## config.mk

```make
export PLATFORM = sky130hd
export DESIGN_NAME = entropy_collector
export DESIGN_NICKNAME = d
export VERILOG_FILES = /design/src/rtl/trng_pkg.sv /design/src/rtl/bit_packer.sv /design/src/rtl/entropy_collector.sv
export SDC_FILE = /design/constraint.sdc
export NUM_CORES = 1
export LEC_CHECK = 0
export BUFFER_PORTS_ARGS = -buffer_cell sky130_fd_sc_hd__clkbuf_2
export CAP_MARGIN = 15
export CELL_PAD_IN_SITES_DETAIL_PLACEMENT = 1
export CELL_PAD_IN_SITES_GLOBAL_PLACEMENT = 1
export CORE_UTILIZATION = 45
export DETAILED_ROUTE_END_ITERATION = 16
export PLACE_DENSITY_LB_ADDON = 0.1
export SLEW_MARGIN = 15
export SYNTH_ARGS = -nofsm -noshare
export SYNTH_HDL_FRONTEND = slang
export SYNTH_SLANG_ARGS = --single-unit
```

## constraint.sdc

```tcl
create_clock -name clk -period 3.2 [get_ports clk]
set_input_delay 0 -clock clk [delete_from_list [all_inputs] [get_ports clk]]
set_output_delay 0 -clock clk [all_outputs]
set_load 0.01 [all_outputs]
```

## src/rtl/trng_pkg.sv

```systemverilog
// Shared TRNG types and constants used by the entropy collector.
package trng_pkg;

  typedef enum logic [1:0] {
    EC_IDLE    = 2'd0,
    EC_STARTUP = 2'd1,
    EC_COLLECT = 2'd2,
    EC_FAULT   = 2'd3
  } ec_state_e;

  localparam int EC_STARTUP_SAMPLES_DEF = 1024;

endpackage

```

## src/rtl/bit_packer.sv

```systemverilog
// Serial-to-parallel packer: MSB-first shift, bit counter, done strobe on the last bit.
module bit_packer #(
  parameter int WORD_W = 32
) (
  input  logic              clk,
  input  logic              i_rst,
  input  logic              i_shift,
  input  logic              i_bit,
  input  logic              i_flush,
  output logic [WORD_W-1:0] o_word,
  output logic              o_done
);

  localparam int CNT_W = $clog2(WORD_W);

  logic [WORD_W-2:0] r_sr;
  logic [CNT_W-1:0]  r_cnt;
  logic              w_last;

  assign w_last = (r_cnt == CNT_W'(WORD_W - 1));
  // The completed word includes the bit being sampled this cycle.
  assign o_word = {r_sr, i_bit};
  assign o_done = i_shift && !i_flush && w_last;

  always_ff @(posedge clk or posedge i_rst) begin
    if (i_rst) begin
      r_sr  <= '0;
      r_cnt <= '0;
    end else if (i_flush || o_done) begin
      r_sr  <= '0;
      r_cnt <= '0;
    end else if (i_shift) begin
      r_sr  <= o_word[WORD_W-2:0];
      r_cnt <= r_cnt + CNT_W'(1);
    end
  end

endmodule

```

## src/rtl/entropy_collector.sv

```systemverilog
// TRNG entropy collector: start-up qualification, word packing, holding register, sticky alarm.
// Optional ENTROPY_COLLECTOR_XOR_FOLD_EN packs the XOR of raw bit pairs instead of raw bits.
module entropy_collector
  import trng_pkg::*;
#(
  parameter int WORD_W          = 32,
  parameter int STARTUP_SAMPLES = EC_STARTUP_SAMPLES_DEF,
  parameter int DROP_CNT_W      = 16
) (
  input  logic                  clk,
  input  logic                  rst_i,
  input  logic                  enable_i,
  input  logic                  rnd_bit_i,
  input  logic                  rnd_valid_i,
  input  logic                  ht_error_i,
  input  logic                  ht_total_failure_i,
  output logic                  ht_enable_o,
  output logic [WORD_W-1:0]     word_o,
  output logic                  word_valid_o,
  input  logic                  word_ready_i,
  output logic                  alarm_o,
  input  logic                  clear_alarm_i,
  output logic [1:0]            state_o,
  output logic [DROP_CNT_W-1:0] dropped_cnt_o
);

  localparam int SU_W = $clog2(STARTUP_SAMPLES + 1);

  ec_state_e             r_state;
  logic [SU_W-1:0]       r_su_cnt;
  logic                  r_alarm;
  logic                  r_valid;
  logic [WORD_W-1:0]     r_word;
  logic [DROP_CNT_W-1:0] r_drop;

  logic              w_active, w_fail_hit, w_disable, w_col_sample, w_pack_err;
  logic              w_shift, w_bit, w_flush, w_done;
  logic [WORD_W-1:0] w_word;

  // Priority: total failure > disable > health error > normal sample.
  assign w_active     = (r_state == EC_STARTUP) || (r_state == EC_COLLECT);
  assign w_fail_hit   = w_active && ht_total_failure_i;
  assign w_disable    = w_active && !ht_total_failure_i && !enable_i;
  assign w_col_sample = (r_state == EC_COLLECT) && !ht_total_failure_i && enable_i && rnd_valid_i;
  assign w_pack_err   = w_col_sample && ht_error_i;
  assign w_flush      = w_fail_hit || w_disable || w_pack_err;

`ifdef ENTROPY_COLLECTOR_XOR_FOLD_EN
  logic r_have;
  logic r_first;

  assign w_shift = w_col_sample && !ht_error_i && r_have;
  assign w_bit   = r_first ^ rnd_bit_i;

  always_ff @(posedge clk or posedge rst_i) begin
    if (rst_i) begin
      r_have  <= 1'b0;
      r_first <= 1'b0;
    end else if (w_flush) begin
      r_have  <= 1'b0;
    end else if (w_col_sample) begin
      r_have  <= !r_have;
      if (!r_have) r_first <= rnd_bit_i;
    end
  end
`else
  assign w_shift = w_col_sample && !ht_error_i;
  assign w_bit   = rnd_bit_i;
`endif

  bit_packer #(.WORD_W(WORD_W)) u_packer (
    .clk     (clk),
    .i_rst   (rst_i),
    .i_shift (w_shift),
    .i_bit   (w_bit),
    .i_flush (w_flush),
    .o_word  (w_word),
    .o_done  (w_done)
  );

  always_ff @(posedge clk or posedge rst_i) begin
    if (rst_i) begin
      r_state  <= EC_IDLE;
      r_su_cnt <= '0;
      r_alarm  <= 1'b0;
      r_valid  <= 1'b0;
      r_word   <= '0;
      r_drop   <= '0;
    end else begin
      if (w_fail_hit) begin
        r_state <= EC_FAULT;
        r_alarm <= 1'b1;
      end else if (w_disable) begin
        r_state <= EC_IDLE;
      end else begin
        case (r_state)
          EC_IDLE: if (enable_i) begin
            r_state  <= EC_STARTUP;
            r_su_cnt <= '0;
          end
          EC_STARTUP: if (rnd_valid_i) begin
            if (ht_error_i)                                  r_su_cnt <= '0;
            else if (r_su_cnt == SU_W'(STARTUP_SAMPLES - 1)) r_state  <= EC_COLLECT;
            else                                             r_su_cnt <= r_su_cnt + SU_W'(1);
          end
          EC_FAULT: if (clear_alarm_i && !ht_total_failure_i) begin
            r_state <= EC_IDLE;
            r_alarm <= 1'b0;
          end
          default: ;
        endcase
      end

      // Single holding register; a word completing into a stalled slot is dropped.
      if (w_fail_hit) begin
        r_valid <= 1'b0;
      end else if (w_done) begin
        if (!r_valid || word_ready_i) begin
          r_word  <= w_word;
          r_valid <= 1'b1;
        end else if (!(&r_drop)) begin
          r_drop <= r_drop + DROP_CNT_W'(1);
        end
      end else if (r_valid && word_ready_i) begin
        r_valid <= 1'b0;
      end
    end
  end

  assign ht_enable_o   = (r_state != EC_IDLE);
  assign state_o       = r_state;
  assign alarm_o       = r_alarm;
  assign word_valid_o  = r_valid;
  assign word_o        = r_word;
  assign dropped_cnt_o = r_drop;

endmodule

```

==> impl_summary.md, run 1 <==
Outcome
The flow ran to the end, and the final reports show no timing, DRC or antenna violations.

Floorplanning
The die outline height is 99.7 um. The die area is between 9000 and 10,000 um2. The floorplan row count is 35. During I/O placement, the number of pins put on the boundary was 62. In this run the standard cell core region covers approximately 9200 um2. The die width is around 100 um. The initial core utilization is 46.4%.

Final layout
The final net count is 451. The number of antenna diodes in the final layout is 0. The count of cells in the finished layout, fillers not included, comes to about 570. The share of post-route cells with drive strength above 1 is between 20 and 30%.

The area growth from synthesis to final layout is 15.7%.

Global routing
The residual overflow from global routing is 0. The initial antenna violation count is 0. The first global-routing pass estimated approximately 16,000 um of wire. The global router's overall resource usage is between 20% and 30%. The number of global-route vias before repair is around 3.3k. Entering global routing, the biggest net connects a little over 80 pins.

Synth
Sorting the synthesized cells by how often they occur yields sky130_fd_sc_hd__dfrtp_1 (99), sky130_fd_sc_hd__nor2_1 (43), sky130_fd_sc_hd__mux2_2 (33), sky130_fd_sc_hd__a22oi_1 (32), sky130_fd_sc_hd__nand2_1 (19). The number of flops mapped to enable cells by yosys is 0. Summing the sequential cell areas from Yosys gives 57.7% of the chip area.

The per-instance average area after synthesis is about 12 um2. The number of nets in the synthesized netlist is around 390. The library cell with the highest instance count after synthesis is sky130_fd_sc_hd__dfrtp_1.

The primary flip-flop cell chosen by synthesis mapping is sky130_fd_sc_hd__dfrtp_1. The combined area of all synthesized cells is 4290 um2. The cell count after synthesis is ~370. Yosys printed 0 warnings. By area the synthesized netlist is led by sky130_fd_sc_hd__dfrtp_1 (58%), sky130_fd_sc_hd__mux2_2 (8.7%), sky130_fd_sc_hd__a22oi_1 (5.6%).

The count of cell types in the netlist is 41. The share of the synthesized area in the top cell type is between 50 and 60%. The number of register bits inferred by synthesis is just under 100. For this run, asynchronously set or reset flops after synthesis account for 100%. The library cell with the largest summed area after synthesis is sky130_fd_sc_hd__dfrtp_1.

Placed design
In this run the tool buffered the top-level ports with 61 buffer cells. The number of placed instances, taps included, is roughly 550. Detailed placement ended at an HPWL of ~6200 um. The setup slack after placement is between 0.7 and 0.8 ns. The final estimated routing congestion in global placement is between 0.7 and 0.8.

Clock tree
The number of buffers between clock root and the deepest sink is 2. TritonCTS built the clock tree. The clock latency on the worst-skew pair is 0.36 ns. CTS placed an instance of sky130_fd_sc_hd__clkbuf_8 at the clock tree root. The number of sinks on the clock net is 99. Clock tree synthesis inserted a total of 9 buffers. The deepest level of the CTS H-tree is 3. The clock-pin slew on the worst setup and hold paths is ~0.090 ns. The post-cts sizing count is 0.

Drt
The number of DRC violations after detailed-routing iteration 0 is between 100 and 150. The residual antenna-violating net count after detailed routing is 0. The via total after detailed routing is between 3k and 4k. Summed over all layers, the routed wires come to between 9000 and 10,000 um. The count of unresolved DRC violations after routing is 0. Dividing the detail-routed via count by the number of cells gives 5.49.

The routed length per placed instance is between 15 and 20 um. The first-pass iteration count of the detailed router is 5.

Critical path
The required time at the endpoint of the critical path is between 3 and 4 ns. The setup path with the least slack is of type flop to flop. Of all nets on the critical path, the largest fanout is 12. The worst setup path is captured at a flop. The endpoint arrival time on the critical path is about 2.7 ns. The worst setup path is launched from a flop.

STA
The number of hold-slack violations in the final timing report was 0. Setup repair after global routing left no endpoint under its margin. The worst path in the final design needs a cycle of around 2.4 ns, including I/O delays and setup. The worst path uses between 70% and 80% of the clock period. The slew at the pin with the worst max-slew slack is ~1 ns. Setup violations remaining at the end of the flow were counted as 0. The setup TNS is 0 ns. The final worst slack is a little under 0.8 ns. Timing would allow up to between 0.4 and 0.5 GHz. The setup clock skew after layout is ~0.011 ns.

The count of pins over their slew limit is 0. Measured against its own limit, the worst slew margin works out to approximately a third.

Hold path
The min-delay analysis places its worst path in the category primary input to flop.

Power and ir drop
For this design the ratio of total power to cell area is 537 nW/um2. The maximum vdd drop is 216 uV. The static leakage is between 0.002 and 0.0025 uW.

Flow run
The total of max-cap violations is 0.
## timing repair
item                                   4_1_cts  5_1_grt
endpoints found under the hold margin       83        0
hold buffers                                 4        0
setup buffers                                0        0
## path summary, 6_finish.rpt
check | startpoint | end | slack, ns | cells past startpoint
max in group asynchronous | rst_i | dropped_cnt_o[3]$_DFFE_PP0P_ | 2.02 | 4
hold / removal | enable_i | alarm_o$_DFFE_PP0P_ | 0.04 | 4
min in group asynchronous | rst_i | word_o[23]$_DFFE_PP0P_ | 0.40 | 3
hold reg to reg | r_su_cnt[9]$_DFFE_PP0P_ | r_su_cnt[9]$_DFFE_PP0P_ | 0.50 | 1
setup / recovery | r_su_cnt[0]$_DFFE_PP0P_ | r_su_cnt[8]$_DFFE_PP0P_ | 0.78 | 6
setup reg to reg | r_su_cnt[0]$_DFFE_PP0P_ | r_su_cnt[8]$_DFFE_PP0P_ | 0.78 | 6
## cells in the final DEF (no fill, tap or decap), types with 2 or more instances in the layout
cell type	netlist	routed
sky130_fd_sc_hd__dfrtp_1	99	99
sky130_fd_sc_hd__clkbuf_2	0	61
sky130_fd_sc_hd__nor2_1	43	42
sky130_fd_sc_hd__mux2_2	33	33
sky130_fd_sc_hd__a22oi_1	32	32
sky130_fd_sc_hd__nand2_1	19	19
sky130_fd_sc_hd__nand3_1	18	18
sky130_fd_sc_hd__o21ai_0	15	15
sky130_fd_sc_hd__xnor2_1	12	12
sky130_fd_sc_hd__clkbuf_8	0	10
sky130_fd_sc_hd__nand4_1	9	9
sky130_fd_sc_hd__ha_1	9	9
sky130_fd_sc_hd__nor2b_1	6	6
sky130_fd_sc_hd__and3_1	6	6
sky130_fd_sc_hd__buf_4	3	6
sky130_fd_sc_hd__nand2b_1	5	5
sky130_fd_sc_hd__inv_1	6	5
sky130_fd_sc_hd__xor2_1	5	5
sky130_fd_sc_hd__a31oi_1	4	4
sky130_fd_sc_hd__o31ai_1	4	4
sky130_fd_sc_hd__dlygate4sd3_1	0	4
sky130_fd_sc_hd__a21oi_1	3	3
sky130_fd_sc_hd__nor4_2	2	2
sky130_fd_sc_hd__and2_1	2	2
sky130_fd_sc_hd__a221oi_1	2	2
sky130_fd_sc_hd__a2bb2oi_1	2	2
sky130_fd_sc_hd__clkinvlp_4	0	2
sky130_fd_sc_hd__inv_8	0	2
## power breakdown
part | leakage, uW | switching, uW | internal (uW)
Combinational | 0.000978 | 388 | 186
Clock | 0.0000896 | 448 | 317
Sequential | 0.00137 | 41.9 | 1280
Total | 0.00244 | 878 | 1790
## through the flow
stage               power [uW]  hold WS [ns]  area, um2  utilization, %
floorplan                 1770        0.0900       4290               -
global placement          1910         0.286       4740            51.3
detailed placement        1930         0.294       4740            51.3
CTS                       2700        0.0369       4960            53.7
global route              2820        0.0958       4960            53.7
finish                    2660        0.0392       4960            53.7
## cells by family after synthesis
group / share of synthesized area [%]
xor+xnor: 3.47
compound gates: 11.5
flops: 57.7
fa+ha+maj: 2.62
mux: 8.89
buf+inv: 2.33
simple gates: 13.4
## worst max-delay path, stage by stage, from the launching register on
cell	delay, ns
sky130_fd_sc_hd__dfrtp_1	0.47
sky130_fd_sc_hd__ha_1	0.27
sky130_fd_sc_hd__nand3_1	0.10
sky130_fd_sc_hd__or4_4	0.52
sky130_fd_sc_hd__o21ai_1	0.60
sky130_fd_sc_hd__o21ai_0	0.24
sky130_fd_sc_hd__o31ai_1	0.11
## routing by layer
layer	GRT usage, %	up-vias	share of wire, %
met5	0	-	0
met4	5.88	0	1.1
met3	4.78	11	3.2
met2	33.1	60	49
met1	27.1	1590	47
li1	-	1452	-
## registers in the layout (all words and copies together), names as in the netlist
signal          cells
word_o             32
u_packer.r_sr      31
dropped_cnt_o      16
r_su_cnt           11
u_packer.r_cnt      5
state_o             2
alarm_o             1
word_valid_o        1
## final cells by class
| cell class | instances | area [um2] |
|---|---|---|
| multi-input cells | 246 | 1720 |
| clock inverters | 5 | 46.3 |
| inverters | 6 | 25.0 |
| clock buffers | 11 | 141 |
| well taps | 129 | 161 |
| repair buffers | 71 | 390 |
| flip-flops and latches | 99 | 2480 |
| fillers | 1007 | 4280 |
(Power assumes the default switching activity.)
==> run 2, diff against run 1 <==
--- a/config.mk
+++ b/config.mk
@@ -5,11 +5,12 @@
 export SDC_FILE = /design/constraint.sdc
 export NUM_CORES = 1
 export LEC_CHECK = 0
+export ABC_AREA = 1
 export BUFFER_PORTS_ARGS = -buffer_cell sky130_fd_sc_hd__clkbuf_2
 export CAP_MARGIN = 15
 export CELL_PAD_IN_SITES_DETAIL_PLACEMENT = 1
 export CELL_PAD_IN_SITES_GLOBAL_PLACEMENT = 1
-export CORE_UTILIZATION = 45
+export CORE_UTILIZATION = 43
 export DETAILED_ROUTE_END_ITERATION = 16
 export PLACE_DENSITY_LB_ADDON = 0.1
 export SLEW_MARGIN = 15
==> constraint.sdc (replaced) <==
create_clock -name clk -period 2.3 [get_ports clk]
set_input_delay 0 -clock clk [delete_from_list [all_inputs] [get_ports clk]]
set_output_delay 0 -clock clk [all_outputs]
set_load 0.01 [all_outputs]
==> impl_summary.md, run 2 <==
Global routing
The initial antenna violation count is 0 (unchanged). The residual overflow from global routing came to 0 (unchanged). The global router's overall resource usage is 22.7% (+2.4 points). The wire length of the first global-routing pass is 20,500 um (+30%). The number of global-route vias before repair was 4,249 (+31%). The largest net degree at the start of global routing came to 38 (-54%).

Drt
The number of vias per cell after detailed routing is 5.08 (-7.4%). The total length of routed met3 wires is 300 um (+2.0%). The number of DRC violations after detailed-routing iteration 0 is 176 (+74%). The first-pass iteration count of the detailed router is 4 (-1). The count of unresolved DRC violations after routing is 0 (unchanged).

The residual antenna-violating net count after detailed routing came to 0 (unchanged). The aggregate routed wire length is 11,900 um (+30%). The met2 wire length is 5570 um (+26%). The highest metal layer carrying signal wires in the routed design is met4.

The length of routed wiring on met1 is 5840 um (+36%). The routed length per placed instance was 14.9 um (-7.3%). The via total after detailed routing is 4,040 (+30%).

Final layout
The filler cell count in the final layout is 1,317 (+31%). The area of combinational cells with multiple inputs was 2010 um2 (+16%). The number of cells in the finished layout apart from fillers is 795 (+40%). The area growth from synthesis to final layout is 15.7% (about the same). The register cell area after layout is 2480 um2 (unchanged).

The number of diodes was 0 (unchanged). The library cells used most frequently in the layout, excluding fill and tap cells, are sky130_fd_sc_hd__nand2_1 (253), sky130_fd_sc_hd__dfrtp_1 (99), sky130_fd_sc_hd__clkbuf_2 (61). Leaving out fill and tap cells, the most frequent cell in the layout is sky130_fd_sc_hd__nand2_1. The final net count was 672 (+49%). The share of post-route cells with drive strength above 1 is 14.9% (-13 points). The flip-flop count of the largest register, all copies and words added is 32 (unchanged).

Clock tree
The CTS tree is built. The clock-pin slew on the worst setup and hold paths came to 0.10 ns (about the same). The post-CTS setup repair buffer count is 0 (unchanged). The clock latency on the worst-skew pair is 0.38 ns (+0.02 ns). The number of sinks on the clock net is 99 (unchanged). The clock tree root buffer cell is sky130_fd_sc_hd__clkbuf_8. The TritonCTS buffer count is 9 (unchanged). The deepest level of the CTS H-tree came to 3 (unchanged). The number of buffers between clock root and the deepest sink came to 2 (unchanged).

Floorplanning
The die outline height is 107 um (+7.2%). The die width is 107 um (+7.2%). The initial core utilization came to 45.0% (-1.5 points). The area of the core is 10,500 um2 (+14%). The top-level I/O count is 62 (unchanged). The die area is 11,400 um2 (+15%). The floorplan row count is 37 (+5.7%).

STA
Setup repair after global routing left no endpoint under its margin. The shortest period the worst path allows is 2.04 ns (-0.383 ns). The number of hold-slack violations in the final timing report is 0 (unchanged). The setup clock skew after layout came to 0.0115 ns (+0.000764 ns). The worst slew margin relative to its limit is 38.6% (+5.1 points). The final cycle utilization of the critical path is 88.5% (+13 points). The number of failing setup endpoints in the final timing report is 0 (unchanged). The count of pins over their slew limit was 0 (unchanged). The achievable clock frequency came to 0.491 GHz (+19%). The slew at the pin with the worst max-slew slack is 0.919 ns (-0.0778 ns). The setup TNS is 0 ns (unchanged).

Placed design
The final estimated routing congestion in global placement is 0.891 (+23%). The quantity of I/O buffers inserted on ports is 61 (unchanged). The number of cells after detailed placement is 774 (+41%). The half-perimeter wire length after placement is 8170 um (+31%).

Outcome
The run finished with clean final reports.

Critical path
The maximum net fanout on the critical path is 9 (-3). The required time at the endpoint of the critical path is 2.61 ns (-0.86 ns). By startpoint and endpoint, the worst setup path is classified as flop to flop. The sort of element at the end of the critical path is a flop. The endpoint arrival time on the critical path is 2.35 ns (-0.34 ns). The worst setup path is launched from a flop.

Synth
Of all cell types, the one taking the most synthesized area is sky130_fd_sc_hd__dfrtp_1. Among all flip-flop cells after synthesis, the most frequent one is sky130_fd_sc_hd__dfrtp_1. The count of cell types in the netlist is 28 (-32%).

The number of register bits inferred by synthesis was 99 (unchanged). The number of flops mapped to enable cells by yosys is 0 (unchanged). The per-instance average area after synthesis came to 8.01 um2 (-31%). The combined area of all synthesized cells was 4730 um2 (+10%). The fraction of registers with async set or reset after synthesis came to 100% (unchanged). The share of the synthesized area in the top cell type was 52.4% (-5.3 points). The post-synthesis sequential area ratio is 52.4% (-5.3 points). The number of nets produced by synthesis is 608 (+58%). The library cell with the highest instance count after synthesis is sky130_fd_sc_hd__nand2_1. After synthesis, the most frequently instantiated cells are sky130_fd_sc_hd__nand2_1 (253), sky130_fd_sc_hd__dfrtp_1 (99), sky130_fd_sc_hd__nand3_1 (51), sky130_fd_sc_hd__a21oi_1 (36), sky130_fd_sc_hd__inv_1 (36). Sorting the synthesized cells by area gives the leading types as sky130_fd_sc_hd__dfrtp_1 (52%), sky130_fd_sc_hd__nand2_1 (20%), sky130_fd_sc_hd__nand3_1 (5.4%). The cell count after synthesis came to 590 (+60%). The number of warnings issued by yosys is 0 (unchanged).

Power and ir drop
The static leakage is 0.00284 uW (+17%). The cell area power density came to 721 nW/um2 (+34%). The maximum vdd drop is 461 uV (+110%).

Hold path
The min-delay analysis places its worst path in the category primary input to flop.

Flow run
The total of max-cap violations is 0 (unchanged).
==> run 2: cell types whose count changed after synthesis, sizes merged, moves of 10 or more <==
cell	previous run	this run
a21oi	4	36
a22oi	32	0
buf	6	16
inv	6	38
mux2	33	0
nand2	19	254
nand3	18	54
nor2	43	33
==> run 2: cell type report <==
class | count | area share (%)
Inverter | 38 | 2.68
Tap cell | 136 | 3.11
Clock inverter | 6 | 1.72
Sequential cell | 99 | 45.3
Clock buffer | 10 | 2.33
Timing Repair Buffer | 75 | 8.19
Multi-Input combinational cell | 431 | 36.7
==> run 2: worst max-delay path: stages, from the launching register on <==
cell                      delay [ns]
sky130_fd_sc_hd__dfrtp_1        0.45
sky130_fd_sc_hd__inv_1          0.14
sky130_fd_sc_hd__ha_1           0.35
sky130_fd_sc_hd__inv_1          0.13
sky130_fd_sc_hd__nand2_1        0.10
sky130_fd_sc_hd__nand3_1        0.07
sky130_fd_sc_hd__nor2_1         0.18
sky130_fd_sc_hd__nand3_1        0.19
sky130_fd_sc_hd__inv_1          0.17
sky130_fd_sc_hd__nand3_1        0.10
sky130_fd_sc_hd__nand2_1        0.08
==> run 2: layer usage <==
layer | vias up | track usage, %
met4 | 0 | 7.14
met2 | 55 | 36.6
met3 | 13 | 3.59
met1 | 1989 | 31.3
li1 | 1983 | -
met5 | - | 0
==> run 2: worst paths after layout <==
check,from,to,slack (ns),cells after the start
max,state_o[1]$_DFFE_PP0P_,r_su_cnt[9]$_DFFE_PP0P_,0.26,10
min,enable_i,u_packer.r_sr[21]$_DFFE_PP0P_,0.11,5
max reg2reg,state_o[1]$_DFFE_PP0P_,r_su_cnt[9]$_DFFE_PP0P_,0.26,10
min reg2reg,word_o[8]$_DFFE_PP0P_,word_o[8]$_DFFE_PP0P_,0.48,2
max in group asynchronous,rst_i,u_packer.r_cnt[2]$_DFFE_PP0P_,1.31,4
min in group asynchronous,rst_i,r_su_cnt[8]$_DFFE_PP0P_,0.34,3
==> run 2: cell families (layout without fill, tap and decap cells) <==
family,Yosys count,count (layout),share of synthesized area (%)
adders and majority gates,9,9,2.38
xor gates and xnor gates,15,15,2.78
DFF,99,99,52.4
AOI/OAI and AO/OA,58,58,6.33
buffers and inverters,60,129,5.22
and+or+nand+nor,349,349,30.9
==> run 2: repair_timing <==
item / CTS / global route
endpoints found under the hold margin: 39 / 0
hold buffers: 5 / 0
setup endpoints to repair: 0 / 5
resized for setup: 0 / 1
==> run 2: stage by stage <==
step	hold slack (ns)	power [uW]	utilization (%)	area (um2)	worst slack, ns
finish	0.110	3940	52.0	5470	0.264
global route	0.135	4140	52.0	5470	0.0692
CTS	0.0908	3970	52.0	5470	0.0794
detailed placement	0.225	2670	49.4	5190	0.102
global placement	0.207	2610	49.4	5190	0.265
floorplan	0.144	2420	-	4730	0.568
==> run 2: report_power, final <==
part / internal, uW / switching (uW) / leakage [uW]
registers: 1790 / 53.2 / 0.00137
clock network: 628 / 673 / 0.000113
logic: 212 / 590 / 0.00135
